**src/rtl/pipeline_hazard_ctrl.sv**
```systemverilog
// Pipeline hazard controller: arbitrates memory stalls, branch/jump redirects
// and load-use interlocks. Keeps saturating stall/flush performance counters.
module pipeline_hazard_ctrl #(
    parameter int unsigned CNT_W = 16
) (
    input  logic             clk,
    input  logic             rst,
    input  logic             ID_EX_MemRead,
    input  logic [4:0]       ID_EX_RegisterRd,
    input  logic [4:0]       IF_ID_RegisterRs1,
    input  logic [4:0]       IF_ID_RegisterRs2,
    input  logic             IF_ID_use_rs1,
    input  logic             IF_ID_use_rs2,
    input  logic             icache_stall,
    input  logic             dcache_stall,
    input  logic             redirect_pulse,
    input  logic [31:0]      redirect_target,
    output logic             pc_stall,
    output logic             IF_ID_stall,
    output logic             ID_EX_bubble,
    output logic             pipe_freeze,
    output logic             IF_ID_flush,
    output logic             ID_EX_flush,
    output logic             pc_redirect_valid,
    output logic [31:0]      pc_redirect_target,
    output logic [CNT_W-1:0] stall_cnt,
    output logic [CNT_W-1:0] flush_cnt
);

    localparam logic [1:0] StRun     = 2'd0;
    localparam logic [1:0] StStall   = 2'd1;
    localparam logic [1:0] StStallRd = 2'd2;

    localparam logic [CNT_W-1:0] CntOne = {{(CNT_W-1){1'b0}}, 1'b1};
    localparam logic [CNT_W-1:0] CntMax = {CNT_W{1'b1}};

    logic [1:0]       state_q, state_d;
    logic [31:0]      pend_q, pend_d;
    logic [CNT_W-1:0] stall_cnt_q, flush_cnt_q;

    logic        mem_stall;
    logic        load_use;
    logic        apply;
    logic [31:0] apply_tgt;
    logic        load_use_act;

    assign mem_stall = icache_stall | dcache_stall;
    assign load_use  = ID_EX_MemRead & (ID_EX_RegisterRd != 5'd0) &
                       ((IF_ID_use_rs1 & (ID_EX_RegisterRd == IF_ID_RegisterRs1)) |
                        (IF_ID_use_rs2 & (ID_EX_RegisterRd == IF_ID_RegisterRs2)));

    // Redirect application decision; a pulse on the STALL_RD exit cycle is the youngest.
    always_comb begin
        apply     = 1'b0;
        apply_tgt = 32'd0;
        case (state_q)
            StRun, StStall: begin
                if (!mem_stall && redirect_pulse) begin
                    apply     = 1'b1;
                    apply_tgt = redirect_target;
                end
            end
            StStallRd: begin
                if (!mem_stall) begin
                    apply     = 1'b1;
                    apply_tgt = redirect_pulse ? redirect_target : pend_q;
                end
            end
            default: begin
                apply     = 1'b0;
                apply_tgt = 32'd0;
            end
        endcase
    end

    assign load_use_act = load_use & ~mem_stall & ~apply;

    // Next state and pending-target capture; any pulse during a memory stall is parked.
    always_comb begin
        state_d = state_q;
        pend_d  = pend_q;
        if (mem_stall) begin
            if (redirect_pulse) begin
                state_d = StStallRd;
                pend_d  = redirect_target;
            end else if (state_q != StStallRd) begin
                state_d = StStall;
            end
        end else begin
            state_d = StRun;
            if (state_q == StStallRd) begin
                pend_d = 32'd0;
            end
        end
    end

    // Control outputs, all forced low while reset is asserted.
    always_comb begin
        pc_stall           = 1'b0;
        IF_ID_stall        = 1'b0;
        ID_EX_bubble       = 1'b0;
        pipe_freeze        = 1'b0;
        IF_ID_flush        = 1'b0;
        ID_EX_flush        = 1'b0;
        pc_redirect_valid  = 1'b0;
        pc_redirect_target = 32'd0;
        if (!rst) begin
            if (mem_stall) begin
                pc_stall    = 1'b1;
                IF_ID_stall = 1'b1;
                pipe_freeze = 1'b1;
            end else if (apply) begin
                pc_redirect_valid  = 1'b1;
                pc_redirect_target = apply_tgt;
                IF_ID_flush        = 1'b1;
                ID_EX_flush        = 1'b1;
            end else if (load_use_act) begin
                pc_stall     = 1'b1;
                IF_ID_stall  = 1'b1;
                ID_EX_bubble = 1'b1;
            end
        end
    end

    // FSM state and pending redirect target.
    always_ff @(posedge clk or posedge rst) begin
        if (rst) begin
            state_q <= StRun;
            pend_q  <= 32'd0;
        end else begin
            state_q <= state_d;
            pend_q  <= pend_d;
        end
    end

    // Saturating performance counters.
    always_ff @(posedge clk or posedge rst) begin
        if (rst) begin
            stall_cnt_q <= '0;
            flush_cnt_q <= '0;
        end else begin
            if (pc_stall && (stall_cnt_q != CntMax)) begin
                stall_cnt_q <= stall_cnt_q + CntOne;
            end
            if (pc_redirect_valid && (flush_cnt_q != CntMax)) begin
                flush_cnt_q <= flush_cnt_q + CntOne;
            end
        end
    end

    assign stall_cnt = stall_cnt_q;
    assign flush_cnt = flush_cnt_q;

endmodule

```
**config.mk**
```make
export PLATFORM = sky130hd
export DESIGN_NAME = pipeline_hazard_ctrl
export DESIGN_NICKNAME = d
export VERILOG_FILES = /design/src/rtl/pipeline_hazard_ctrl.sv
export SDC_FILE = /design/constraint.sdc
export NUM_CORES = 1
export LEC_CHECK = 0
export CAP_MARGIN = 20
export CORE_MARGIN = 10
export CORE_UTILIZATION = 45
export DETAILED_ROUTE_END_ITERATION = 12
export PLACE_DENSITY = 0.9
export SLEW_MARGIN = 20
export SYNTH_ARGS = -nofsm -noshare
export SYNTH_HDL_FRONTEND = slang
export SYNTH_SLANG_ARGS = --single-unit
```
**constraint.sdc**
```tcl
create_clock -name clk -period 4.5 [get_ports clk]
set_input_delay 0.9 -clock clk [delete_from_list [all_inputs] [get_ports clk]]
set_output_delay 0.9 -clock clk [all_outputs]
set_load 0.05 [all_outputs]
```
---- After elaboration in Yosys (flattened, before gate mapping) ----
Index checks and enable logic that the tools add are counted.
word-level totals
  bits in registers ....................... 66
  latch bits .............................. 0
  bits in writable memories ............... 0
  bits in read-only memories .............. 0
  bits of input ports ..................... 55
  output and inout port bits .............. 71
  word-level logic and storage cells ...... 57
  memories ................................ 0
cells by class
  $add $sub $neg .......................... 2
  multiply operators ...................... 0
  divide/modulo/power cells ............... 0
  $lt $le $gt $ge ......................... 0
  equality and inequality tests ........... 8
  shifts and indexed selects .............. 0
  multiplexer cells ....................... 25
  bitwise logic cells ..................... 10
  reductions and logical operators ........ 8
operators by type and width
  kind                                                  number
  two-way mux 32 bit                                    7
  one-hot mux 32 bit (2 select lines)                   1
  adder 16 x 1 -> 16 bit (second input constant)        2
  != test 16 bit (second input constant)                2
  two-way mux 1 bit                                     13
  equality test 5 bit                                   2
  bitwise AND 1 bit                                     6
  two-way mux 2 bit                                     3
  nonzero test 5 bit                                    1
  logical AND 1 bit                                     3
  != test 3 x 2 -> 1 bit (second input constant)        1
  equality test 2 x 1 -> 1 bit (second input constant)  1
  equality test 2 bit (second input constant)           1
  logical NOT 2 bit                                     1
  != test 2 bit (second input constant)                 1
  inverter 1 bit                                        2
  bitwise OR 1 bit                                      2
  one-hot mux 1 bit (2 select lines)                    1
  nonzero test 2 bit                                    1
  OR reduction 2 bit                                    1
  logical NOT 1 bit                                     1

---- Depth between registers and ports, before layout ----
  depth in word-level cells ............... 12
  gate-level depth with buffers ........... 8
  mapped depth without buffers ............ 7

---- Least setup slack after synthesis ----
Ideal clock, no wire load.
  kind .................................... input to output
  start ................................... input rst
  end ..................................... output pc_stall
  arrival ................................. 3867 ps
  data required time ...................... 3600 ps
  slack ................................... -267 ps
  stages .................................. 5
  buffers on the path ..................... 1
  cell sequence ........................... inv_1 -> o21ai_0 -> inv_1 -> a21o_1 -> buf_4
on the way
  longest elaborated chain between the ends .. 1
RTL lines
  item               RTL line  RTL
  from (decl)        7         input logic rst,
  two-way mux 1 bit  --
  to (decl)          18        output logic pc_stall,
Every way passes these cells.

---- Worst setup path after layout ----
  start ................................... input ID_EX_RegisterRd[1]
  end ..................................... output ID_EX_bubble
on the way
  longest elaborated chain between the ends .. 10
  elaborated cells between the ends (all ways) .. 14
  classes of those cells .................. eq/ne (2); mux (4); bitwise (7); reduce/logical (1)
RTL lines
  item                                    RTL line  RTL
  from (decl)                             9         input logic [4:0] ID_EX_RegisterRd,
  equality test 5 bit (on tied branches)  49, 50
  bitwise AND 1 bit (on tied branches)    49, 50
  bitwise OR 1 bit                        49        ((IF_ID_use_rs1 & (ID_EX_RegisterRd == IF_ID_RegisterRs1)) |
  bitwise AND 1 bit (*)                   48        assign load_use = ID_EX_MemRead & (ID_EX_RegisterRd != 5'd0) &
  bitwise AND 1 bit (*) (2 in series)     76        assign load_use_act = load_use & ~mem_stall & ~apply;
  two-way mux 1 bit (*)                   117       end else if (load_use_act) begin
  two-way mux 1 bit (*)                   112       end else if (apply) begin
  two-way mux 1 bit (*)                   108       if (mem_stall) begin
  two-way mux 1 bit (*)                   107       if (!rst) begin
  to (decl)                               20        output logic ID_EX_bubble,
Mark *: on every way between the ends. The rest lies on a longest branch, timed or not.

==> flow_metrics.tcl <==
set metrics [dict create \
    cts_sinks 66 \
    path_clk_slew_ps 60 \
    gp_congestion 0.8915 \
    grt_max_degree 67 \
    holdPathEnd "pend_q[4]" \
    postSynthAreaPerCell_um2 10.51 \
    timing.final.crit_share_pct 84.97 \
    avgRoutedWirePerCell_um 16.73 \
    synthCells 322 \
    max_slew_margin_pct 45.51 \
    power.internal_w 0.001180 \
    htreeDepth 3 \
    reg2reg_to "stall_cnt[1]" \
    endpoint_kind "output pin" \
    root_buffer "clkbuf_8" \
    worst_ep_arrival_time_ps 2920 \
    drv_cap 0 \
    p_sw_w 0.0005933 \
    async_reset_ff_share_pct 100.0 \
    numCtsBuffers 9 \
    required_ps 3600 \
    synth_warnings 0 \
    r2r_slack_ps 2390 \
    timing.rr.start "stall_cnt[0]" \
    power.density_nw_per_um2 367.6 \
    pwr-share-seq_pct 42.1 \
    rr_worst_depth 5 \
    path_class "in -> out" \
    synth_xor_area_share_pct 9.834 \
    num-nets-final 502 \
    synth-adder-area-share_pct 0.7394 \
    diodes 0 \
    setup-tns-final_ps 0 \
    synth.cell_area_um2 3384 \
    p_comb_share_pct 29.5 \
    dp_worst_setup_slack_ps 686.2 \
    die_area_um2 11390 \
    num_rows 31 \
    cts_hold_buf 0 \
    ys.flop_type "dfrtp_1" \
    synth_compound_area_share_pct 10.87 \
    hold_start "pend_q[4]" \
    hold_viol 0 \
    switching_share_pct 33.46 \
    grt_pass1_vias 2982 \
    port_buffers 125 \
    num-fill-cells 584 \
    rsz0062_at_grt "false" \
    dieHeight_um 106.7 \
    status "finished, final reports clean" \
    synth_simple_gate_area_share_pct 15.93 \
    min_period_ps 3823 \
    start_util_pct 46.41 \
    dr.pass1.iters 4 \
    syn-num-nets 379 \
    ant_nets 0 \
    dp.final_hpwl_um 6733 \
    worst_slack_ps 676.5 \
    ys_ff_latch 66 \
    vias 2882 \
    cts_tree "yes" \
    clk_path_buf_depth 2 \
    synth_top_family_by_area "simple AND/OR/NAND/NOR gates" \
    setup-violations-final 0 \
    clk_latency_ps 320 \
    grt_first_pass_wirelength_um 15090 \
    irDropWorstVdd_v 0.0003498 \
    p_clk_share_pct 28.4 \
    die_x_um 106.7 \
    synth_mux_area_share_pct 10.46 \
    via_per_inst 5.259 \
    cp_max_fo 3 \
    synth-edff-count 0 \
    core_um2 7292 \
    ys_seq_area_share_pct 48.80 \
    worstHoldPathCells 1 \
    ys_types 40 \
    wl_um 9166 \
    antenna_found_initial 0 \
    slew_violations 0 \
    postCtsSetupBuffers 0 \
    drtIter0Drc 126 \
    min_path_type "reg -> reg" \
    drive_gt1_share_pct 15.37 \
    cts_resized 0 \
    clock_skew_ps 7.456 \
    track_usage_pct 16.02 \
    leakagePower_nw 2.273 \
    ioPinCount 126 \
    area_delta_synth_final_pct 42.51 \
    tightest_slew_ps 817.4 \
    drc 0 \
    start_kind "input port" \
    max_freq_mhz 261.5 \
    grt.overflow.total 0 \
]
[worst max-delay path: stages]
cell	delay, ps
clkdlybuf4s50_1	550
xnor2_1	140
nand4_1	150
o22ai_1	230
and2_1	150
clkdlybuf4s50_1	800
[how the worst max path moves through the flow]
stage | start | end | cells past startpoint
after floorplan | rst | pc_stall | 5
after global placement | ID_EX_RegisterRd[1] | ID_EX_bubble | 6
after detailed placement | ID_EX_RegisterRd[1] | ID_EX_bubble | 6
after CTS | ID_EX_RegisterRd[1] | ID_EX_bubble | 6
after global routing | dcache_stall | ID_EX_bubble | 5
final | ID_EX_RegisterRd[1] | ID_EX_bubble | 6
[cell usage in the layout, fill, tap and decap left out, types with 2 or more instances in the layout]
master            n
nand2_1          12
clkdlybuf4s50_1  86
nor2_1           53
dfrtp_1          66
xnor2_1          19
and2_1            3
buf_4            43
and4_1            3
mux2i_1          32
nor2b_1           3
and3_1            2
xor2_1           19
nand3_1          12
clkbuf_8         12
mux2_2            2
ha_1              2
inv_1             6
a22o_1           32
nand4_1           8
nor3_1           10
[cells by family (layout without fill, tap and decap cells)]
kind of cell / count (synthesis) / after routing
mux: 35 / 35
compound gates: 43 / 43
xor+xnor: 38 / 38
flops: 66 / 66
fa+ha+maj: 2 / 2
buf+inv: 25 / 152
simple gates: 113 / 113
[metrics by stage]
stage / power [W] / utilization [%] / instances / hold slack [ps] / area, um2
after floorplan: 0.001079 / - / 322 / 465.3 / 3388
after global routing: 0.001861 / 66.15 / 548 / 514.5 / 4823
after CTS: 0.001793 / 66.15 / 548 / 498.3 / 4823
after detailed placement: 0.001282 / 63.35 / 533 / 480.9 / 4619
final: 0.001773 / 66.15 / 548 / 498.2 / 4823
after global placement: 0.001269 / 63.35 / 533 / 471.4 / 4619
[cell type report]
| cell class | instances | area, um2 | area share [%] |
|---|---|---|---|
| multi-input combinational | 231 | 1625 | 33.70 |
| inverter | 7 | 30.03 | 0.6226 |
| timing repair buffer | 130 | 1189 | 24.64 |
| clock buffer | 13 | 168.9 | 3.502 |
| clock inverter | 2 | 35.03 | 0.7263 |
| tap | 99 | 123.9 | 2.568 |
| sequential | 66 | 1652 | 34.24 |
[per-layer routing]
| layer | global-route usage (%) | up-vias | wire, um |
|---|---|---|---|
| met2 | 26.08 | 91 | 4606 |
| li1 | - | 1377 | - |
| met4 | 5.222 | 0 | 37 |
| met5 | 0 | - | 0 |
| met1 | 20.01 | 1410 | 3948 |
| met3 | 4.551 | 4 | 575 |
[registers in the layout (all words and copies together), names as in the netlist]
register and count:
pend_q 32, flush_cnt 16, stall_cnt 16, state_q 2
[Yosys cell counts (2+ instances only)]
master | n | share of area (%)
buf_4 | 3 | 0.67
xor2_1 | 19 | 4.9
nand2_1 | 12 | 1.3
nor2_1 | 53 | 5.9
xnor2_1 | 19 | 4.9
mux2_2 | 2 | 0.67
dfrtp_1 | 66 | 49
mux2i_1 | 32 | 9.5
and3_1 | 2 | 0.37
ha_1 | 2 | 0.74
and2_1 | 3 | 0.55
nand3_1 | 12 | 1.8
nor3_1 | 10 | 1.5
and4_1 | 3 | 0.78
inv_1 | 7 | 0.78
buf_1 | 2 | 0.22
nand4_1 | 8 | 1.5
nor2b_1 | 4 | 0.74
clkbuf_1 | 11 | 1.2
a22o_1 | 32 | 8.3
[power by group through the flow]
stage          registers, W  clock network (W)  logic, W
2_1_floorplan      0.000877                  0  0.000202
3_5_place_dp       0.000754                  0  0.000528
4_1_cts            0.000746           0.000517  0.000530
5_1_grt            0.000758           0.000544  0.000559
6_report           0.000747           0.000503  0.000523
3_3_place_gp       0.000752                  0  0.000517
Note: power is estimated with default switching activity, not from simulation.
